**src/rtl/pong_match_sequencer_if.sv**
```systemverilog
// Bundle of the match sequencer's non-clock signals.
// Inputs to the sequencer: frame tick, UART key byte stream, score pulses
// from the ball engine. Outputs: ball/paddle gating, serve direction,
// both scores, winner and the raw state code for debug LEDs.
// slave  : the sequencer side.
// master : the driving side (game top level or testbench).
interface pong_match_sequencer_if;
  logic       i_frame_tick;
  logic       i_key_valid;
  logic [7:0] i_key_byte;
  logic       i_p1_scored;
  logic       i_p2_scored;
  logic       o_ball_rst;
  logic       o_ball_en;
  logic       o_paddle_en;
  logic       o_serve_dir;
  logic [3:0] o_p1_score;
  logic [3:0] o_p2_score;
  logic [1:0] o_winner;
  logic [2:0] o_state;

  modport slave (
    input  i_frame_tick, i_key_valid, i_key_byte, i_p1_scored, i_p2_scored,
    output o_ball_rst, o_ball_en, o_paddle_en, o_serve_dir,
           o_p1_score, o_p2_score, o_winner, o_state
  );

  modport master (
    output i_frame_tick, i_key_valid, i_key_byte, i_p1_scored, i_p2_scored,
    input  o_ball_rst, o_ball_en, o_paddle_en, o_serve_dir,
           o_p1_score, o_p2_score, o_winner, o_state
  );
endinterface

```
**src/rtl/pong_match_sequencer.sv**
```systemverilog
// Match-level controller for Pong: sequences IDLE -> SERVE -> PLAY ->
// POINT (-> PAUSE / OVER), keeps both scores and gates ball/paddle motion.
// Ports:
//   i_CLK   : system pixel clock
//   i_RST_n : synchronous reset, active low
//   bus     : pong_match_sequencer_if.slave (key stream, frame tick,
//             score pulses in; gating, scores, winner, state out)
// All outputs are registered and decoded from the next state, so they
// change in the same cycle as the state register.
module pong_match_sequencer #(
  parameter logic [7:0] START_KEY   = 8'd32,
  parameter logic [7:0] PAUSE_KEY   = 8'd112,
  parameter int         SERVE_TICKS = 60,
  parameter int         POINT_TICKS = 30,
  parameter int         WIN_SCORE   = 7
) (
  input logic                   i_CLK,
  input logic                   i_RST_n,
  pong_match_sequencer_if.slave bus
);

  typedef enum logic [2:0] {
    ST_IDLE  = 3'd0,
    ST_SERVE = 3'd1,
    ST_PLAY  = 3'd2,
    ST_POINT = 3'd3,
    ST_PAUSE = 3'd4,
    ST_OVER  = 3'd5
  } state_t;

  localparam logic [7:0] SERVE_LAST = 8'(SERVE_TICKS);
  localparam logic [7:0] POINT_LAST = 8'(POINT_TICKS);
  localparam logic [3:0] WIN_VAL    = 4'(WIN_SCORE);

  // Scores stop at 15 instead of wrapping.
  function automatic logic [3:0] sat_inc(input logic [3:0] v);
    return (v == 4'd15) ? 4'd15 : v + 4'd1;
  endfunction

  function automatic logic dec_ball_rst(input state_t s);
    return (s == ST_IDLE) || (s == ST_SERVE) || (s == ST_OVER);
  endfunction

  function automatic logic dec_paddle_en(input state_t s);
    return (s == ST_SERVE) || (s == ST_PLAY);
  endfunction

  state_t     state_r, state_nxt_s;
  logic [7:0] cnt_r, cnt_nxt_s, cnt_inc_s;
  logic [3:0] p1_r, p1_nxt_s, p2_r, p2_nxt_s;
  logic [1:0] winner_r, winner_nxt_s;
  logic       dir_r, dir_nxt_s;
  logic       ball_rst_r, ball_en_r, paddle_en_r;
  logic       start_s, pause_s;

  assign start_s   = bus.i_key_valid && (bus.i_key_byte == START_KEY);
  assign pause_s   = bus.i_key_valid && (bus.i_key_byte == PAUSE_KEY);
  assign cnt_inc_s = cnt_r + 8'd1;

  // Next-state and datapath update for the match FSM.
  always_comb begin
    state_nxt_s  = state_r;
    cnt_nxt_s    = cnt_r;
    p1_nxt_s     = p1_r;
    p2_nxt_s     = p2_r;
    winner_nxt_s = winner_r;
    dir_nxt_s    = dir_r;
    case (state_r)
      ST_IDLE: begin
        // Scores/winner survive here so the last result stays on display.
        if (start_s) begin
          state_nxt_s = ST_SERVE;
          cnt_nxt_s   = 8'd0;
        end else begin
          state_nxt_s = ST_IDLE;
        end
      end
      ST_SERVE: begin
        if (bus.i_frame_tick) begin
          if (cnt_inc_s == SERVE_LAST) begin
            state_nxt_s = ST_PLAY;
            cnt_nxt_s   = 8'd0;
          end else begin
            cnt_nxt_s = cnt_inc_s;
          end
        end else begin
          cnt_nxt_s = cnt_r;
        end
      end
      ST_PLAY: begin
        // Player 1 wins a simultaneous score; any score beats a pause key.
        // The loser of the point receives the next serve.
        if (bus.i_p1_scored) begin
          p1_nxt_s    = sat_inc(p1_r);
          dir_nxt_s   = 1'b1;
          state_nxt_s = ST_POINT;
          cnt_nxt_s   = 8'd0;
        end else if (bus.i_p2_scored) begin
          p2_nxt_s    = sat_inc(p2_r);
          dir_nxt_s   = 1'b0;
          state_nxt_s = ST_POINT;
          cnt_nxt_s   = 8'd0;
        end else if (pause_s) begin
          state_nxt_s = ST_PAUSE;
        end else begin
          state_nxt_s = ST_PLAY;
        end
      end
      ST_POINT: begin
        if (bus.i_frame_tick) begin
          if (cnt_inc_s == POINT_LAST) begin
            cnt_nxt_s = 8'd0;
            if (p1_r == WIN_VAL) begin
              state_nxt_s  = ST_OVER;
              winner_nxt_s = 2'b01;
            end else if (p2_r == WIN_VAL) begin
              state_nxt_s  = ST_OVER;
              winner_nxt_s = 2'b10;
            end else begin
              state_nxt_s = ST_SERVE;
            end
          end else begin
            cnt_nxt_s = cnt_inc_s;
          end
        end else begin
          cnt_nxt_s = cnt_r;
        end
      end
      ST_PAUSE: begin
        if (pause_s) begin
          state_nxt_s = ST_PLAY;
        end else begin
          state_nxt_s = ST_PAUSE;
        end
      end
      ST_OVER: begin
        if (start_s) begin
          state_nxt_s  = ST_SERVE;
          cnt_nxt_s    = 8'd0;
          p1_nxt_s     = 4'd0;
          p2_nxt_s     = 4'd0;
          winner_nxt_s = 2'b00;
          dir_nxt_s    = 1'b0;
        end else begin
          state_nxt_s = ST_OVER;
        end
      end
      default: begin
        // Illegal encodings recover to IDLE.
        state_nxt_s = ST_IDLE;
        cnt_nxt_s   = 8'd0;
      end
    endcase
  end

  // State, datapath and output registers; reset overrides every event.
  always_ff @(posedge i_CLK) begin
    if (!i_RST_n) begin
      state_r     <= ST_IDLE;
      cnt_r       <= 8'd0;
      p1_r        <= 4'd0;
      p2_r        <= 4'd0;
      winner_r    <= 2'b00;
      dir_r       <= 1'b0;
      ball_rst_r  <= 1'b1;
      ball_en_r   <= 1'b0;
      paddle_en_r <= 1'b0;
    end else begin
      state_r     <= state_nxt_s;
      cnt_r       <= cnt_nxt_s;
      p1_r        <= p1_nxt_s;
      p2_r        <= p2_nxt_s;
      winner_r    <= winner_nxt_s;
      dir_r       <= dir_nxt_s;
      ball_rst_r  <= dec_ball_rst(state_nxt_s);
      ball_en_r   <= (state_nxt_s == ST_PLAY);
      paddle_en_r <= dec_paddle_en(state_nxt_s);
    end
  end

  assign bus.o_ball_rst  = ball_rst_r;
  assign bus.o_ball_en   = ball_en_r;
  assign bus.o_paddle_en = paddle_en_r;
  assign bus.o_serve_dir = dir_r;
  assign bus.o_p1_score  = p1_r;
  assign bus.o_p2_score  = p2_r;
  assign bus.o_winner    = winner_r;
  assign bus.o_state     = state_r;

endmodule
```
**src/flat_wrapper.sv**
```systemverilog
// flat-port wrapper written by rule: the top's interface ports become plain ports
module pong_match_sequencer_flat 
#(
  parameter logic [7:0] START_KEY   = 8'd32,
  parameter logic [7:0] PAUSE_KEY   = 8'd112,
  parameter int         SERVE_TICKS = 60,
  parameter int         POINT_TICKS = 30,
  parameter int         WIN_SCORE   = 7
)
  (i_CLK, i_RST_n, bus_i_frame_tick, bus_i_key_valid, bus_i_key_byte, bus_i_p1_scored, bus_i_p2_scored, bus_o_ball_rst, bus_o_ball_en, bus_o_paddle_en, bus_o_serve_dir, bus_o_p1_score, bus_o_p2_score, bus_o_winner, bus_o_state);
  pong_match_sequencer_if bus_i ();
  input logic i_CLK;
  input logic i_RST_n;
  input wire logic [$bits(bus_i.i_frame_tick)-1:0] bus_i_frame_tick;
  input wire logic [$bits(bus_i.i_key_valid)-1:0] bus_i_key_valid;
  input wire logic [$bits(bus_i.i_key_byte)-1:0] bus_i_key_byte;
  input wire logic [$bits(bus_i.i_p1_scored)-1:0] bus_i_p1_scored;
  input wire logic [$bits(bus_i.i_p2_scored)-1:0] bus_i_p2_scored;
  output wire logic [$bits(bus_i.o_ball_rst)-1:0] bus_o_ball_rst;
  output wire logic [$bits(bus_i.o_ball_en)-1:0] bus_o_ball_en;
  output wire logic [$bits(bus_i.o_paddle_en)-1:0] bus_o_paddle_en;
  output wire logic [$bits(bus_i.o_serve_dir)-1:0] bus_o_serve_dir;
  output wire logic [$bits(bus_i.o_p1_score)-1:0] bus_o_p1_score;
  output wire logic [$bits(bus_i.o_p2_score)-1:0] bus_o_p2_score;
  output wire logic [$bits(bus_i.o_winner)-1:0] bus_o_winner;
  output wire logic [$bits(bus_i.o_state)-1:0] bus_o_state;
  assign bus_i.i_frame_tick = bus_i_frame_tick;
  assign bus_i.i_key_valid = bus_i_key_valid;
  assign bus_i.i_key_byte = bus_i_key_byte;
  assign bus_i.i_p1_scored = bus_i_p1_scored;
  assign bus_i.i_p2_scored = bus_i_p2_scored;
  assign bus_o_ball_rst = bus_i.o_ball_rst;
  assign bus_o_ball_en = bus_i.o_ball_en;
  assign bus_o_paddle_en = bus_i.o_paddle_en;
  assign bus_o_serve_dir = bus_i.o_serve_dir;
  assign bus_o_p1_score = bus_i.o_p1_score;
  assign bus_o_p2_score = bus_i.o_p2_score;
  assign bus_o_winner = bus_i.o_winner;
  assign bus_o_state = bus_i.o_state;
  pong_match_sequencer #(.START_KEY(START_KEY), .PAUSE_KEY(PAUSE_KEY), .SERVE_TICKS(SERVE_TICKS), .POINT_TICKS(POINT_TICKS), .WIN_SCORE(WIN_SCORE)) u_core (.i_CLK(i_CLK), .i_RST_n(i_RST_n), .bus(bus_i));
endmodule
```
**config.mk**
```make
export PLATFORM = sky130hd
export DESIGN_NAME = pong_match_sequencer_flat
export DESIGN_NICKNAME = d
export VERILOG_FILES = /design/src/rtl/pong_match_sequencer_if.sv /design/src/rtl/pong_match_sequencer.sv /design/src/flat_wrapper.sv
export SDC_FILE = /design/constraint.sdc
export NUM_CORES = 1
export LEC_CHECK = 0
export ABC_AREA = 1
export CAP_MARGIN = 10
export CORE_MARGIN = 2
export CORE_UTILIZATION = 46
export CTS_BUF_LIST = sky130_fd_sc_hd__clkbuf_16
export CTS_CLUSTER_DIAMETER = 50
export DETAILED_ROUTE_END_ITERATION = 8
export PLACE_DENSITY = 0.75
export SLEW_MARGIN = 0
export SYNTH_ARGS = -nofsm -noshare
export SYNTH_HDL_FRONTEND = slang
export SYNTH_SLANG_ARGS = --single-unit
```
**constraint.sdc**
```tcl
create_clock -name i_CLK -period 1.65 [get_ports i_CLK]
set_clock_uncertainty 0.05 [all_clocks]
set_input_delay 0.33 -clock i_CLK [delete_from_list [all_inputs] [get_ports i_CLK]]
set_output_delay 0.33 -clock i_CLK [all_outputs]
set_load 0.02 [all_outputs]
```
==> results of run 1 <==
layout by cell type (no fill, tap or decap), types with 8 or more instances in the layout:
cell and count:
inv_1 31, dlymetal6s2s_1 8, nor2_1 22, buf_4 33, dfxtp_1 20, dlygate4sd2_1 9
nand2_1 44, a21oi_1 20, clkdlybuf4s50_1 13, nand2_2 17, nand3_1 17, o21ai_0 13
repair_timing:
item	in CTS	in global routing
endpoints found under the setup margin	27	25
hold buffers	0	0
setup buffers	2	5
cloned	0	1
pin swaps	9	25
resized for setup	32	37
metrics by stage:
| step | worst slack (ns) | area, µm² | util (%) | power [mW] |
|---|---|---|---|---|
| final | -0.06174 | 2511 | 74.67 | 1.237 |
| after global routing | -0.1753 | 2511 | 74.67 | 1.267 |
| after CTS | -0.07918 | 2344 | 69.68 | 1.238 |
| after detailed placement | -0.3732 | 2183 | 64.92 | 0.6900 |
| after global placement | -0.3370 | 2183 | 64.92 | 0.6890 |
| after floorplan | 0.02619 | 1618 | - | 0.6377 |
logic make-up (layout without fill, tap and decap cells):
family / after synthesis / in the layout / share of synthesized area, %
AOI/OAI and AO/OA: 43 / 43 / 14.65
xor gates and xnor gates: 1 / 1 / 0.5427
adders and majority gates: 5 / 5 / 3.876
buffers and inverters: 39 / 108 / 9.225
DFF: 25 / 25 / 31.01
and+or+nand+nor: 134 / 134 / 40.70
how the worst min path moves through the flow:
stage                                        end  slack [ns]  cells past startpoint
after detailed placement         u_core.cnt_r[7]        0.42                      2
after CTS                        u_core.cnt_r[7]        0.43                      2
after floorplan            u_core.bus.o_state[1]        0.38                      2
after global routing             u_core.cnt_r[7]        0.46                      2
final                            u_core.cnt_r[7]        0.43                      2
after global placement    u_core.bus.o_winner[0]        0.42                      2
state kept, by name, indices dropped and copies added (netlist names), 2 cells and up:
register               cells
u_core.bus.o_p1_score      4
u_core.cnt_r               8
u_core.bus.o_state         3
u_core.bus.o_winner        2
u_core.bus.o_p2_score      4
per-layer routing:
metal | wire length [µm] | vias up
met2 | 2251 | 60
met3 | 257 | 7
met5 | 0 | -
met1 | 2120 | 862
met4 | 61 | 0
li1 | - | 946
worst max-delay path: stages, from the launching register on:
cell     delay [ns]
dfxtp_4        0.36
ha_4           0.16
nand3_2        0.11
o21ai_2        0.14
nand2_2        0.09
nor2_4         0.20
nand4_1        0.17
nand3_2        0.15
nand2_2        0.07
nand2_1        0.07
inv_1          0.03
final cells by class:
class | instances | area, µm² | area share, %
Clock buffer | 3 | 75.07 | 2.990
Clock inverter | 1 | 5.005 | 0.1993
Inverter | 37 | 146.4 | 5.830
Multi-Input combinational cell | 183 | 1117 | 44.49
Sequential cell | 25 | 511.7 | 20.38
Tap cell | 46 | 57.56 | 2.292
Timing Repair Buffer | 66 | 590.6 | 23.52
Timing Repair inverter | 1 | 7.507 | 0.2990
power groups by stage:
stage	logic (mW)	registers [mW]	clock network, mW
final	0.0844	0.601	0.551
after global routing	0.0907	0.601	0.576
after CTS	0.0760	0.603	0.559
after detailed placement	0.0716	0.618	0
after global placement	0.0706	0.618	0
after floorplan	0.0191	0.619	0
==> impl_metrics.py, run 1 <==
metrics = {
    "placement": {
        "io_buffers": 30,
        "dpl.hpwl_mm": 3.140,
        "dp.cells": 350,
        "gp_congestion": 0.8521,
    },
    "power": {
        "power_density_mw_per_mm2": 492.4,
        "p_int_uw": 971.1,
        "power.switching_uw": 265.5,
        "peakVddDrop_mv": 0.3122,
        "p_leak_nw": 1.225,
        "comb_power_share_pct": 6.8,
        "power_frac_seq_pct": 48.6,
        "sw_frac_of_total_pct": 21.47,
        "clkPwrFrac_pct": 44.5,
    },
    "sta": {
        "fin_crit_ns": 1.712,
        "clock.fmax_mhz": 584.2,
        "whs_ns": 0.4293,
        "slew_headroom_pct": 81.89,
        "post-route-period-util_pct": 103.7,
        "slew_violations": 0,
        "rsz0062_at_grt": "true",
        "tns_ns": -0.2032,
        "finalHoldViolCount": 0,
        "fin_ws_ns": -0.06174,
        "worst_pin_slew_ns": 0.2689,
        "finalSetupViolCount": 6,
    },
    "floorplanning": {
        "io_pins": 31,
        "start_util_pct": 47.99,
        "core_area_mm2": 0.003363,
        "rows": 21,
        "die_w_um": 63.24,
        "die_area_mm2": 0.003999,
        "die_y_um": 63.24,
    },
    "grt": {
        "grtUsageMet2_pct": 37.23,
        "grt_pass1_vias": 1672,
        "gr-total-overflow": 0,
        "grt_util_met3_pct": 3.571,
        "grt.total_usage_pct": 22.92,
        "grt_antenna_before_repair": 0,
        "grt.busiest_layer": "met2",
        "grt_max_degree": 15,
        "met1_usage_pct": 31.19,
        "grt_pass1_wl_mm": 7.424,
    },
    "setup_path": {
        "end_kind": "register",
        "startpoint": "u_core.cnt_r[0]",
        "reg2reg_depth": 10,
        "crit_required_ns": 1.77,
        "critPathKind": "register to register",
        "r2r_start": "u_core.cnt_r[0]",
        "crit_fanout": 5,
        "r2r_end": "u_core.bus.o_ball_rst",
        "reg2reg_slack_ns": -0.06,
        "cp-start-kind": "register",
        "crit_end": "u_core.bus.o_ball_rst",
        "cp.arrival_ns": 1.83,
    },
    "cells_and_area": {
        "antenna_cells": 0,
        "area_growth_pct": 55.58,
        "fill_cells": 271,
        "drive_gt1_share_pct": 31.33,
        "fin_nets": 336,
        "instances_no_fill": 362,
    },
    "clock_tree": {
        "ctsHtreeMaxLevel": 1,
        "cts-buffers-inserted": 3,
        "clkTransAtPathRegs_ns": 0.06,
        "cts_sinks": 25,
        "root_buffer": "clkbuf_16",
        "cts_buffer_depth": 2,
        "cts_tree": "yes",
        "clock_latency_ns": 0.26,
    },
    "logic_synthesis": {
        "synth_edf_count": 0,
        "synth_top_area_share_pct": 31.01,
        "syn_avg_cell_area_um2": 6.535,
        "yosys_warnings": 0,
        "synth_most_common_cell": "nand2_1",
        "synth.top_cells.by_area": "dfxtp_1 31%, nand2_1 13%, inv_1 7.9%, nand3_1 6.5%, a21oi_1 6.2%",
        "ys_ff_latch": 25,
        "async_reset_ff_share_pct": 0,
        "synth_nets": 266,
        "synth_area_mm2": 0.001614,
        "yosys.area.top_type": "dfxtp_1",
        "synth-main-ff-cell": "dfxtp_1",
        "netlist-cell-type-count": 26,
        "synthCells": 247,
        "synth_commonest_cells": "54 x nand2_1, 34 x inv_1, 26 x nor2_1",
        "ys_seq_area_share_pct": 31.01,
    },
    "routing": {
        "wl_per_cell_um": 12.96,
        "wl_mm": 4.690,
        "first_pass_iters": 4,
        "drc": 0,
        "ant_nets": 0,
        "drt_iter0_markers": 83,
        "vias_per_cell": 5.180,
        "via_count": 1875,
    },
    "hold_path": {
        "hold_class": "register to register",
        "min_from": "u_core.cnt_r[7]",
    },
    "flow_run": {
        "max_cap_viol_count": 0,
    },
    "status": {
        "status": "complete, but fails checks",
        "violations": "setup timing",
    },
}
(Power assumes the default switching activity.)
==> run 2: changes to the inputs <==
- CAP_MARGIN: 10 -> not set
==> results of run 2 <==
Same layout as run 1: the final DEF is identical, and so are final timing and power.
